File: config.mk
export PLATFORM = sky130hd
export DESIGN_NAME = ana_trigger_unit
export DESIGN_NICKNAME = d
export VERILOG_FILES = /design/src/rtl/ana_trigger_unit.sv
export SDC_FILE = /design/constraint.sdc
export NUM_CORES = 1
export LEC_CHECK = 0
export CAP_MARGIN = 20
export CORE_MARGIN = 8
export CORE_UTILIZATION = 49
export DETAILED_ROUTE_END_ITERATION = 16
export GPL_ROUTABILITY_DRIVEN = 0
export PLACE_DENSITY = 0.77
export RECOVER_POWER = 25
export SETUP_SLACK_MARGIN = 0.4
export SYNTH_ARGS = -nofsm -noshare
export SYNTH_HDL_FRONTEND = slang
export SYNTH_SLANG_ARGS = --single-unit
File: constraint.sdc
create_clock -name clk -period 4.3 [get_ports clk]
set_clock_uncertainty 0.15 [all_clocks]
set_input_delay 0.86 -clock clk [delete_from_list [all_inputs] [get_ports clk]]
set_output_delay 0.86 -clock clk [all_outputs]
set_load 0.01 [all_outputs]
File: src/rtl/ana_trigger_unit.sv
// Trigger generator: value/mask compare on a registered probe bus, level/edge event
// qualification, event counting and post-match delay. Optional ANA_TRIG_TIMESTAMP_EN adds a fire timestamp.
module ana_trigger_unit #(
    parameter int DATA_WIDTH = 64,
    parameter int CNT_WIDTH  = 16
) (
    input  logic                  clk,
    input  logic                  rst,
    input  logic [DATA_WIDTH-1:0] probe_in,
    input  logic [DATA_WIDTH-1:0] cfg_value,
    input  logic [DATA_WIDTH-1:0] cfg_mask,
    input  logic [1:0]            cfg_mode,
    input  logic [CNT_WIDTH-1:0]  cfg_count,
    input  logic [CNT_WIDTH-1:0]  cfg_delay,
    input  logic                  arm,
    input  logic                  disarm,
    output logic                  trigger,
    output logic                  armed,
    output logic                  done,
    output logic [1:0]            state,
    output logic [CNT_WIDTH-1:0]  event_cnt,
    output logic [31:0]           trig_time
);

    typedef enum logic [1:0] {
        S_IDLE  = 2'd0,
        S_ARMED = 2'd1,
        S_DELAY = 2'd2,
        S_DONE  = 2'd3
    } state_t;

    state_t                cur_state, state_n;
    logic [DATA_WIDTH-1:0] probe_q;
    logic [DATA_WIDTH-1:0] value_l, mask_l;
    logic [1:0]            mode_l;
    logic [CNT_WIDTH-1:0]  count_l, delay_l;
    logic [CNT_WIDTH-1:0]  dly_cnt, dly_n;
    logic [CNT_WIDTH-1:0]  event_cnt_n;
    logic                  prev_match, prev_valid;
    logic                  match, evt, fire, do_arm, reached;
    logic [CNT_WIDTH-1:0]  count_eff;

    assign match     = (((probe_q ^ value_l) & mask_l) == '0);
    assign count_eff = (count_l == '0) ? CNT_WIDTH'(1) : count_l;
    // Compare one bit wider so a saturated counter still satisfies the threshold.
    assign reached   = ({1'b0, event_cnt} + (CNT_WIDTH+1)'(1)) >= {1'b0, count_eff};

    always_comb begin
        evt = 1'b0;
        case (mode_l)
            2'd0: evt = match;
            2'd1: evt = prev_valid & ~prev_match & match;
            2'd2: evt = prev_valid & prev_match & ~match;
            2'd3: evt = 1'b1;
            default: evt = 1'b0;
        endcase
    end

    always_comb begin
        state_n     = cur_state;
        event_cnt_n = event_cnt;
        dly_n       = dly_cnt;
        fire        = 1'b0;
        do_arm      = 1'b0;
        if (disarm) begin
            state_n = S_IDLE;
        end else begin
            case (cur_state)
                S_IDLE, S_DONE: begin
                    if (arm) begin
                        do_arm      = 1'b1;
                        event_cnt_n = '0;
                        state_n     = S_ARMED;
                    end
                end
                S_ARMED: begin
                    if (evt) begin
                        if (event_cnt != '1) event_cnt_n = event_cnt + CNT_WIDTH'(1);
                        if (reached) begin
                            if (delay_l != '0) begin
                                state_n = S_DELAY;
                                dly_n   = delay_l;
                            end else begin
                                fire    = 1'b1;
                                state_n = S_DONE;
                            end
                        end
                    end
                end
                S_DELAY: begin
                    if (dly_cnt == CNT_WIDTH'(1)) begin
                        fire    = 1'b1;
                        state_n = S_DONE;
                    end else begin
                        dly_n = dly_cnt - CNT_WIDTH'(1);
                    end
                end
                default: state_n = S_IDLE;
            endcase
        end
    end

    always_ff @(posedge clk) begin
        if (rst) begin
            cur_state  <= S_IDLE;
            trigger    <= 1'b0;
            event_cnt  <= '0;
            dly_cnt    <= '0;
            probe_q    <= '0;
            prev_match <= 1'b0;
            prev_valid <= 1'b0;
            value_l    <= '0;
            mask_l     <= '0;
            mode_l     <= 2'd0;
            count_l    <= '0;
            delay_l    <= '0;
        end else begin
            cur_state  <= state_n;
            trigger    <= fire;
            event_cnt  <= event_cnt_n;
            dly_cnt    <= dly_n;
            probe_q    <= probe_in;
            prev_match <= match;
            if (do_arm) begin
                prev_valid <= 1'b0;
                value_l    <= cfg_value;
                mask_l     <= cfg_mask;
                mode_l     <= cfg_mode;
                count_l    <= cfg_count;
                delay_l    <= cfg_delay;
            end else if (cur_state == S_ARMED) begin
                prev_valid <= 1'b1;
            end
        end
    end

`ifdef ANA_TRIG_TIMESTAMP_EN
    logic [31:0] ts_cnt;

    always_ff @(posedge clk) begin
        if (rst) begin
            ts_cnt    <= '0;
            trig_time <= '0;
        end else begin
            ts_cnt <= ts_cnt + 32'd1;
            if (fire) trig_time <= ts_cnt;
        end
    end
`else
    assign trig_time = 32'd0;
`endif

    assign state = cur_state;
    assign armed = (cur_state == S_ARMED) || (cur_state == S_DELAY);
    assign done  = (cur_state == S_DONE);

endmodule

* Word-level counts from Yosys, hierarchy flattened
Cells that the tools add are included.
Cells by class: mux-type cells 25, magnitude comparators 1, divide/modulo/power cells 0, add/subtract/negate cells 3, reduce and logical (&&, ||, !) cells 14, equal/unequal tests 15, bitwise logic cells 9, $mul 0, shift-type cells 0
Operators with widths (count):
- 2-to-1 mux 16 bit | 8
- bitwise AND 64 bit | 1
- zero test 64 bit | 1
- one-hot mux 16 bit (2 select lines) | 2
- XOR 64 bit | 1
- adder 16 x 1 -> 17 bit (second input constant) | 1
- >= comparator 17 x 16 -> 1 bit | 1
- adder 16 x 1 -> 16 bit (second input constant) | 1
- == test 16 x 1 -> 1 bit (second input constant) | 1
- zero test 16 bit | 1
- != test 16 bit (second input constant) | 1
- nonzero test 16 bit | 1
- subtractor 16 x 1 -> 16 bit (second input constant) | 1
- != test 2 bit (second input constant) | 7
- == test 2 bit (second input constant) | 4
- 2-to-1 mux 1 bit | 8
- 2-to-1 mux 2 bit | 4
- one-hot mux 2 bit (3 select lines) | 1
- AND reduction 6 bit | 1
- OR reduction 2 bit | 3
- AND reduction 5 bit | 1
- bitwise AND 1 bit | 4
- == test 2 x 1 -> 1 bit (second input constant) | 2
- zero test 2 bit | 2
- 6 further kinds | 9
Storage, ports and cells: logic and storage cells 79, bits in writable memories 0, bits in registers 263, memories kept 0, output and inout bits 53, bits in latches 0, memory bits (read-only) 0, bits of input ports 230

* Logic depth before layout (Yosys ltp)
Gate-level depths: netlist of the first run.
depth after elaboration 8, gate-level depth with buffers 16

* Worst setup path after synthesis of the first run
OpenSTA, ideal clock, no wires.
path type reg2reg, start point reg event_cnt[0], end point reg dly_cnt[0], path buffers 1, arrival time 3.191 ns, setup time 0.070 ns, cell stages (with the launch flop) 17, clock period less this slack 3.411 ns, slack 0.889 ns, cells stage by stage dfxtp_1 -> ha_1 -> nand3_1 -> nor2_1 -> and3_1 -> nand3_1 -> xnor2_1 -> ha_1 -> o21a_1 -> o21ai_0 -> nand3b_1 -> nand3b_1 -> nor3_1 -> o31a_1 -> buf_6 -> or3_1 -> a21oi_1
Between the ends: longest elaborated chain between the ends 4
RTL lines:
- from (decl) | RTL line 21 | output logic [CNT_WIDTH-1:0] event_cnt,
- from (signal assigned) | RTL line 120 | event_cnt <= event_cnt_n;
- adder 16 x 1 -> 17 bit | RTL line 46 | assign reached = ({1'b0, event_cnt} + (CNT_WIDTH+1)'(1)) >= {1'b0, count_eff};
- >= comparator 17 x 16 -> 1 bit | RTL line 46
- != test 2 bit (no line)
- AND reduction 6 bit (no line)
- to (signal assigned) | RTL line 121 | dly_cnt <= dly_n;
- to (decl) | RTL line 37 | logic [CNT_WIDTH-1:0] dly_cnt, dly_n;
Every way passes these cells. A chain may end at the register's enable or synchronous reset.

* Worst setup path in the final report of the first run
start point in rst, end point reg probe_q[35]
RTL lines:
- from (decl) | RTL line 8 | input logic rst,
- to (signal assigned) | RTL line 122 | probe_q <= probe_in;
- to (decl) | RTL line 33 | logic [DATA_WIDTH-1:0] probe_q;
No word-level cell between the ends.

==> results of run 1 <==
## metal layers
layer	up-vias	wire, um
li1	4850	-
met1	4452	12400
met2	308	15300
met3	64	2170
met4	4	855
met5	-	27
## power groups by stage
stage	registers, mW	logic [mW]	clock network [mW]
after CTS	2.62	0.704	2.40
after global placement	2.67	0.690	0
final	2.62	0.702	2.35
after floorplan	2.66	0.384	0
after detailed placement	2.68	0.699	0
after global routing	2.63	0.772	2.50
## through the flow
step / hold WS (ps) / setup slack [ps] / area (um2)
4_1_cts: 307 / 439 / 14700
5_1_grt: 322 / 367 / 14700
3_3_place_gp: 292 / 520 / 13700
6_report: 306 / 598 / 14700
2_1_floorplan: 286 / 889 / 11200
3_5_place_dp: 297 / 343 / 13700
## layout make-up
type                    count  area [um2]
flip-flops and latches    263        5270
inverters                  30         113
diodes                      2        5.00
fillers                  1882        7750
multi-input cells         969        5300
repair buffers            268        2730
well taps                 285         357
clock inverters            15         160
clock buffers              36         751
## state kept, by name, indices dropped and copies added, names as in the netlist
| name | flops |
|---|---|
| state | 2 |
| mode_l | 2 |
| prev_match | 1 |
| prev_valid | 1 |
| delay_l | 16 |
| trigger | 1 |
| value_l | 64 |
| probe_q | 64 |
| dly_cnt | 16 |
| event_cnt | 16 |
| mask_l | 64 |
| count_l | 16 |
## timing repair
item | CTS | global route
endpoints found under the hold margin | 0 | 0
hold buffers | 0 | 0
setup endpoints to repair | 11 | 17
gates resized for setup | 2 | 7
buffers inserted | 0 | 0
## kinds of logic (layout without fill, tap and decap cells)
logic type / Yosys count / count (layout) / share of synthesized area [%]
AO/OA/AOI/OAI: 272 / 272 / 13.9
XOR/XNOR: 79 / 79 / 6.25
adder cells (fa/ha/maj): 22 / 22 / 2.48
buffers and inverters: 140 / 349 / 5.97
flip-flops: 263 / 263 / 47.5
multiplexers: 19 / 19 / 1.77
other: 1 / 34 / 0.0339
AND/OR/NAND/NOR: 545 / 545 / 22.0
## how the worst max path moves through the flow
| stage | from | end | slack [ps] |
|---|---|---|---|
| final | rst | probe_q[35] | 600 |
| after floorplan | event_cnt[0] | dly_cnt[0] | 890 |
| after CTS | event_cnt[0] | dly_cnt[12] | 440 |
| after global placement | event_cnt[0] | dly_cnt[12] | 520 |
| after global routing | rst | probe_q[35] | 370 |
| after detailed placement | event_cnt[0] | dly_cnt[12] | 340 |
## cell usage after synthesis (all sizes together), types with 17 or more instances
master,number,area share (%)
ha,22,2.5
a21oi,201,9.1
dfxtp,263,48
xor2,68,5.4
nand2,352,12
a22oi,32,2.2
nor2b,68,3.8
clkbuf,68,2.3
buf,42,2.7
nor2,19,0.64
mux2i,17,1.6
inv,30,1.0
nand3,29,1.3
## worst reg2reg max path, cell delays in order (launching register included)
cell	delay (ps)
dfxtp_1	490
nand2_1	120
nor2_1	220
and3_1	220
and3_1	220
nand3_1	130
xnor2_2	180
ha_1	340
o21a_1	110
o21ai_0	210
nand3b_1	140
nand3b_1	90
nor3_2	170
o31a_1	190
buf_6	220
mux2i_1	220
o32ai_1	100
==> results.cfg, run 1 <==
[placed_design]
port_buffers = 250
hpwl_um = 22500
dp_cells = 1815

[power]
total_power_mw = 5.67
switching_share_pct = 24.5
pwr-share-comb_pct = 12.4
power_switching_mw = 1.39
leakage_nw = 5.83
powerDensity_mw_per_mm2 = 386
internal_power_mw = 4.28
clockPowerShare_pct = 41.4
ir_drop_mv = 0.260
p_seq_share_pct = 46.2

[synthesis]
ys.flop_type = dfxtp_1
synth_cell_type_count = 51
synth_seq_cells = 263
yosys_warnings = 0
async_reset_ff_share_pct = 0
synth_edf_count = 0
seq_area_frac_synth_pct = 47.5
synth_area_mm2 = 0.0111
postSynthCellCount = 1341
syn_avg_cell_area_um2 = 8.26

[timing]
tns_ps = 0
slew_viol_final = 128
worst_slew_pin_slew_ps = 2710
min_period_ps = 3700
relSlewSlack_pct = -80.8
setup_viol = 0
hold_viol_final = 0
max_freq_ghz = 0.270
rsz0062_at_grt = no
finalCritPeriodShare_pct = 86.1

[global_route]
grtUsageTotal_pct = 21.1
grt_overflow = 0
grt_pass1_vias = 9600
use_met2_pct = 37.6
grt_pass1_wl_um = 48500
antenna_found_initial = 4
grt_util_met1_pct = 24.0
grt_max_degree = 138
grt-busiest-layer = met2
grtUsageMet3_pct = 6.11

[layout]
final_util_pct = 65.4
fin_cells = 1868
fin_nets = 1812
area_growth_pct = 32.5
final_cell_mix = 352 x nand2_1, 262 x dfxtp_1, 247 x clkdlybuf4s50_1
layout_commonest_cell = nand2_1
drive_gt1_share_pct = 4.81

[floorplanning]
die_h_um = 166
io_pins = 283
start_util_pct = 49.4
die-area_mm2 = 0.0277
die_w_um = 166
core-area_mm2 = 0.0224
std_cell_rows = 55

[setup_path]
arrival_ps = 3840
cp.depth = 3
critical_path_class = input port to flip-flop
crit-reg2reg-launch = event_cnt[5]
r2r_end = dly_cnt[12]
path_buf_inv = 2
path_max_fanout = 137
path_delay_family = buffers and inverters
worstPathCellList = clkbuf_8 -> clkbuf_1 -> nor2b_1
crit_path_start_kind = input port
cp_slowest_stage_delay_ps = 1990
required_ps = 4440
worstSetupEndpointType = flip-flop
slowest_stage = clkbuf_1
r2r_cells = 16
r2r_slack_ps = 610

[status]
violations = max-capacitance violations, max-slew violations
status = complete, but fails checks

[drt]
first_pass_iters = 7
vias = 9678
wirelength_um = 30700
ant_nets = 0
wire_per_inst_um = 16.4
first_iter_violations = 531
via_per_inst = 5.18
drc = 0

[flow_run]
drv_cap = 2

[hold_path]
hp-class = flip-flop to flip-flop
min-delay-start = mask_l[41]
min_path_cells = 2
min_to = mask_l[41]

[cts]
cts_made_buffers = 28
clk_pin_slew_ps = 60
cts-htree-levels = 1
cts-root-buf = clkbuf_16
clock_latency_ps = 550
clockBufferDepth = 3
numClockSinks = 263
cts_tree = yes
(Power assumes the default switching activity.)
==> run 2: changes to the inputs <==
--- a/config.mk
+++ b/config.mk
@@ -10,7 +10,7 @@
 export CORE_UTILIZATION = 49
 export DETAILED_ROUTE_END_ITERATION = 16
 export GPL_ROUTABILITY_DRIVEN = 0
-export PLACE_DENSITY = 0.77
+export PLACE_DENSITY = 0.84
 export RECOVER_POWER = 25
 export SETUP_SLACK_MARGIN = 0.4
 export SYNTH_ARGS = -nofsm -noshare
==> run 2 against run 1 <==
The run still ends with max-capacitance violations, max-slew violations left. Register-to-register slack got worse by 20 ps. Sequential share of layout area rose by 0.31 points. Die area did not move. Critical path depth rose by 13. Fmax fell by 0.16%. Non-clock buffer count fell by 6. Wire length rose by 0.56%. First-iteration DRC count rose by 26%. Total power fell by 1.9%. Utilization fell by 0.54 points. Final area fell by 0.82%. Largest cell class unchanged.
==> results.cfg, run 2 (synthesis gave the netlist of run 1 again) <==
[cts]
cts_tree = yes
cts-htree-levels = 1
clk_pin_slew_ps = 60
numClockSinks = 263
clock_latency_ps = 550
cts-root-buf = clkbuf_16
clockBufferDepth = 3
cts_made_buffers = 28

[global_route]
antenna_found_initial = 3
grt_overflow = 0
grt_max_degree = 139
grt_pass1_vias = 9983
grt_pass1_wl_um = 49400
grtUsageTotal_pct = 21.5

[drt]
first_pass_iters = 5
via_per_inst = 5.20
wire_per_inst_um = 16.6
drc = 0
ant_nets = 0
vias = 9676
wirelength_um = 30900
first_iter_violations = 667

[power]
powerDensity_mw_per_mm2 = 382
leakage_nw = 5.77
ir_drop_mv = 0.280

[floorplanning]
core-area_mm2 = 0.0224
die_h_um = 166
std_cell_rows = 55
io_pins = 283
start_util_pct = 49.4
die_w_um = 166
die-area_mm2 = 0.0277

[setup_path]
r2r_cells = 16
critical_path_class = flip-flop to flip-flop
path_delay_family = simple AND/OR/NAND/NOR gates
cp_slowest_stage_delay_ps = 410
path_buf_inv = 2
arrival_ps = 3880
path_max_fanout = 20
slowest_stage = dfxtp_1
cp.depth = 16
required_ps = 4470
worstSetupEndpointType = flip-flop
crit_path_start_kind = flip-flop
worstPathCellList = nand3_2 -> inv_1 -> nand3_1 -> nor2b_2 -> nand3_1 -> xnor2_1 -> ha_1 -> o21a_1 -> o21ai_0 -> nand3b_1 -> nand3b_1 -> nor3_2 -> o31a_1 -> buf_6 -> mux2i_1 -> o32ai_1

[layout]
fin_nets = 1806
drive_gt1_share_pct = 4.64
final_cell_mix = 352 x nand2_1, 260 x dfxtp_1, 249 x clkdlybuf4s50_1
reg.largest.list = mask_l x64, probe_q x64, value_l x64
final_util_pct = 64.9
area_growth_pct = 31.4
nFillCells = 1841
layout_commonest_cell = nand2_1

[timing]
setup_viol = 0
hold_viol_final = 0
min_period_ps = 3710
slew_viol_final = 125
worst_slew_pin_slew_ps = 2450
tns_ps = 0
max_freq_ghz = 0.270
finalCritPeriodShare_pct = 86.2
rsz0062_at_grt = no
relSlewSlack_pct = -63.5

[hold_path]
hp-class = flip-flop to flip-flop
min_path_cells = 2

[status]
violations = max-capacitance violations, max-slew violations
status = complete, but fails checks

[placed_design]
port_buffers = 250
hpwl_um = 22400

[flow_run]
drv_cap = 1
## run 2: timing repair
item                       CTS  global route
setup buffers                0             1
resized for setup            2             9
setup endpoints to repair   11            15
hold buffers                 0             0
## run 2: report_power, final
part           internal (mW)  total (mW)  switching (mW)
sequential              2.56        2.63          0.0701
combinational          0.355       0.692           0.337
clock                   1.28        2.25           0.962
total                   4.19        5.56            1.37
## run 2: worst register-to-register path, delay by kind of cell (launching register included)
family	cells	cell delay [ps]
compound gates	4	660
xor+xnor	1	240
fa+ha+maj	1	290
buf+inv	2	330
flops	1	410
mux	1	220
simple gates	7	1190
## run 2: stage by stage
step	total power [mW]	cell area [um2]	setup WS, ps	hold WS [ps]	std cells
after CTS	5.62	14500	459	304	1857
after global placement	3.35	13700	521	291	1808
final	5.56	14600	592	304	1859
after detailed placement	3.37	13700	306	296	1808
after floorplan	3.04	11200	889	286	1372
after global routing	5.80	14600	327	326	1859
## run 2: metal layers
layer	up-vias	track usage [%]	routed length (um)
li1	4818	-	-
met1	4499	23.9	12300
met2	292	38.8	15500
met3	63	6.01	2140
met4	4	6.93	907
met5	-	0	27
## run 2: cell type report
type / instances / area (um2) / share of cell area, %
multi-input combinational: 969 / 5300 / 36.4
sequential: 263 / 5270 / 36.2
timing repair buffer: 262 / 2650 / 18.2
clock buffer: 37 / 785 / 5.39
tap: 285 / 357 / 2.45
inverter: 30 / 113 / 0.773
clock inverter: 12 / 91.3 / 0.627
antenna: 1 / 2.50 / 0.0172
## run 2: worst paths after layout
path	start	end	slack, ps
worst max-delay path	event_cnt[1]	dly_cnt[12]	590
worst min-delay path	mask_l[52]	mask_l[52]	300
worst max register to register	event_cnt[1]	dly_cnt[12]	590
worst min register to register	mask_l[52]	mask_l[52]	300
==> run 3: changes to the inputs <==
--- a/config.mk
+++ b/config.mk
@@ -5,9 +5,9 @@
 export SDC_FILE = /design/constraint.sdc
 export NUM_CORES = 1
 export LEC_CHECK = 0
-export CAP_MARGIN = 20
 export CORE_MARGIN = 8
 export CORE_UTILIZATION = 49
+export CTS_CLUSTER_SIZE = 10
 export DETAILED_ROUTE_END_ITERATION = 16
 export GPL_ROUTABILITY_DRIVEN = 0
 export PLACE_DENSITY = 0.84
==> run 3 against run 2 <==
The run still ends with max-capacitance violations, max-slew violations left. Clock power down 3%. Die area unchanged. Highest routed layer unchanged. Final area down 0.41%.
==> results.cfg, run 3 (synthesis gave the netlist of run 1 again) <==
[setup_path]
r2r_slack_ps = 610
arrival_ps = 3850
worstPathCellList = nand2_1 -> nor2_1 -> and3_1 -> nor2b_2 -> nand3_1 -> xnor2_1 -> ha_1 -> o21a_1 -> o21ai_0 -> nand3b_1 -> nand3b_1 -> nor3_2 -> o31a_1 -> buf_6 -> mux2i_1 -> o32ai_1
cp_slowest_stage_delay_ps = 400
worstSetupEndpointType = flip-flop
path_max_fanout = 20
r2r_end = dly_cnt[12]
slowest_stage = dfxtp_1
path_delay_family = simple AND/OR/NAND/NOR gates
r2r_cells = 16
cp_common_cell = nand3b_1
path_buf_inv = 1
crit_path_start_kind = flip-flop
critical_path_class = flip-flop to flip-flop
crit-reg2reg-launch = event_cnt[6]
required_ps = 4470

[floorplanning]
die_h_um = 166
core-area_mm2 = 0.0224
io_pins = 283
start_util_pct = 49.4
std_cell_rows = 55
die-area_mm2 = 0.0277
die_w_um = 166

[timing]
rsz0062_at_grt = no
max_freq_ghz = 0.271
slew_viol_final = 125
tns_ps = 0
finalCritPeriodShare_pct = 85.7
min_period_ps = 3690
relSlewSlack_pct = -63.3
hold_viol_final = 0
worst_slack_ps = 613
setup_viol = 0
worst_slew_pin_slew_ps = 2450
whs_ps = 303

[drt]
via_per_inst = 5.25
drc = 0
wire_per_inst_um = 16.9
first_iter_violations = 697
ant_nets = 0
vias = 9687
wirelength_um = 31100
first_pass_iters = 6

[cts]
cts_made_buffers = 30
cts-htree-levels = 1
clockBufferDepth = 3
clk_pin_slew_ps = 60
cts-root-buf = clkbuf_16
clock_latency_ps = 560
numClockSinks = 263
cts_tree = yes

[placed_design]
pre_cts_ws_ps = 306
hpwl_um = 22400
placed_cell_area_mm2 = 0.0137
port_buffers = 250

[hold_path]
min-delay-start = mask_l[52]
min_path_cells = 2
hp-class = flip-flop to flip-flop
min_to = mask_l[52]

[global_route]
grt_pass1_wl_um = 49500
antenna_found_initial = 4
grt_overflow = 0
grt_max_degree = 139
grt_pass1_vias = 9999
grtUsageTotal_pct = 21.4

[layout]
final_util_pct = 64.6
final_cell_mix = 352 x nand2_1, 260 x dfxtp_1, 249 x clkdlybuf4s50_1
reg.largest.list = mask_l x64, probe_q x64, value_l x64
area_growth_pct = 30.9
fin_nets = 1808
postLayoutCellArea_mm2 = 0.0145
nFillCells = 1843
layout_commonest_cell = nand2_1
drive_gt1_share_pct = 3.98

[status]
violations = max-capacitance violations, max-slew violations
status = complete, but fails checks

[power]
leakage_nw = 5.73
ir_drop_mv = 0.265
powerDensity_mw_per_mm2 = 380

[flow_run]
drv_cap = 1
## run 3: final cells by class
| class | instances | area (um2) | share of cell area, % |
|---|---|---|---|
| inverter | 30 | 113 | 0.777 |
| multi-input combinational | 969 | 5300 | 36.5 |
| sequential | 263 | 5270 | 36.3 |
| timing repair buffer | 262 | 2650 | 18.3 |
| clock buffer | 32 | 778 | 5.37 |
| tap | 285 | 357 | 2.46 |
| clock inverter | 2 | 35.0 | 0.242 |
| antenna | 2 | 5.00 | 0.0345 |
## run 3: what timing repair did
| action | 4_1_cts | 5_1_grt |
|---|---|---|
| gates resized for setup | 2 | 9 |
| setup buffers | 0 | 1 |
| hold buffers | 0 | 0 |
| hold endpoints to repair | 0 | 0 |
| setup endpoints to repair | 11 | 15 |
## run 3: stage by stage
| stage | instances | total power, mW |
|---|---|---|
| finish | 1845 | 5.51 |
| global route | 1845 | 5.73 |
| CTS | 1842 | 5.56 |
| detailed placement | 1808 | 3.37 |
| global placement | 1808 | 3.35 |
| floorplan | 1372 | 3.04 |
## run 3: how the worst max path moves through the flow
stage	startpoint	endpoint	cells after the start
after floorplan	event_cnt[0]	dly_cnt[0]	16
after global placement	event_cnt[0]	dly_cnt[12]	16
after detailed placement	event_cnt[0]	dly_cnt[3]	16
after CTS	event_cnt[0]	dly_cnt[3]	16
after global routing	event_cnt[1]	dly_cnt[12]	16
final	event_cnt[6]	dly_cnt[12]	16
## run 3: worst reg2reg max path: stages (launching register included)
cell	delay, ps
dfxtp_1	400
nand2_1	90
nor2_1	210
and3_1	230
nor2b_2	210
nand3_1	130
xnor2_1	240
ha_1	290
o21a_1	170
o21ai_0	190
nand3b_1	140
nand3b_1	90
nor3_2	200
o31a_1	180
buf_6	220
mux2i_1	210
o32ai_1	100
## run 3: where the power goes
part           leakage (nW)  internal, mW  switching (mW)
registers              2.16          2.56          0.0708
clock network         0.399          1.26           0.923
logic                  3.17         0.355           0.337
total                  5.73          4.18            1.33
## run 3: routing by layer
layer | global-route usage (%) | share of wire [%] | vias to the layer above
li1 | - | - | 4808
met1 | 24.0 | 40 | 4482
met2 | 38.9 | 50 | 335
met3 | 5.61 | 7.2 | 58
met4 | 6.93 | 2.5 | 4
met5 | 0 | 0.087 | -
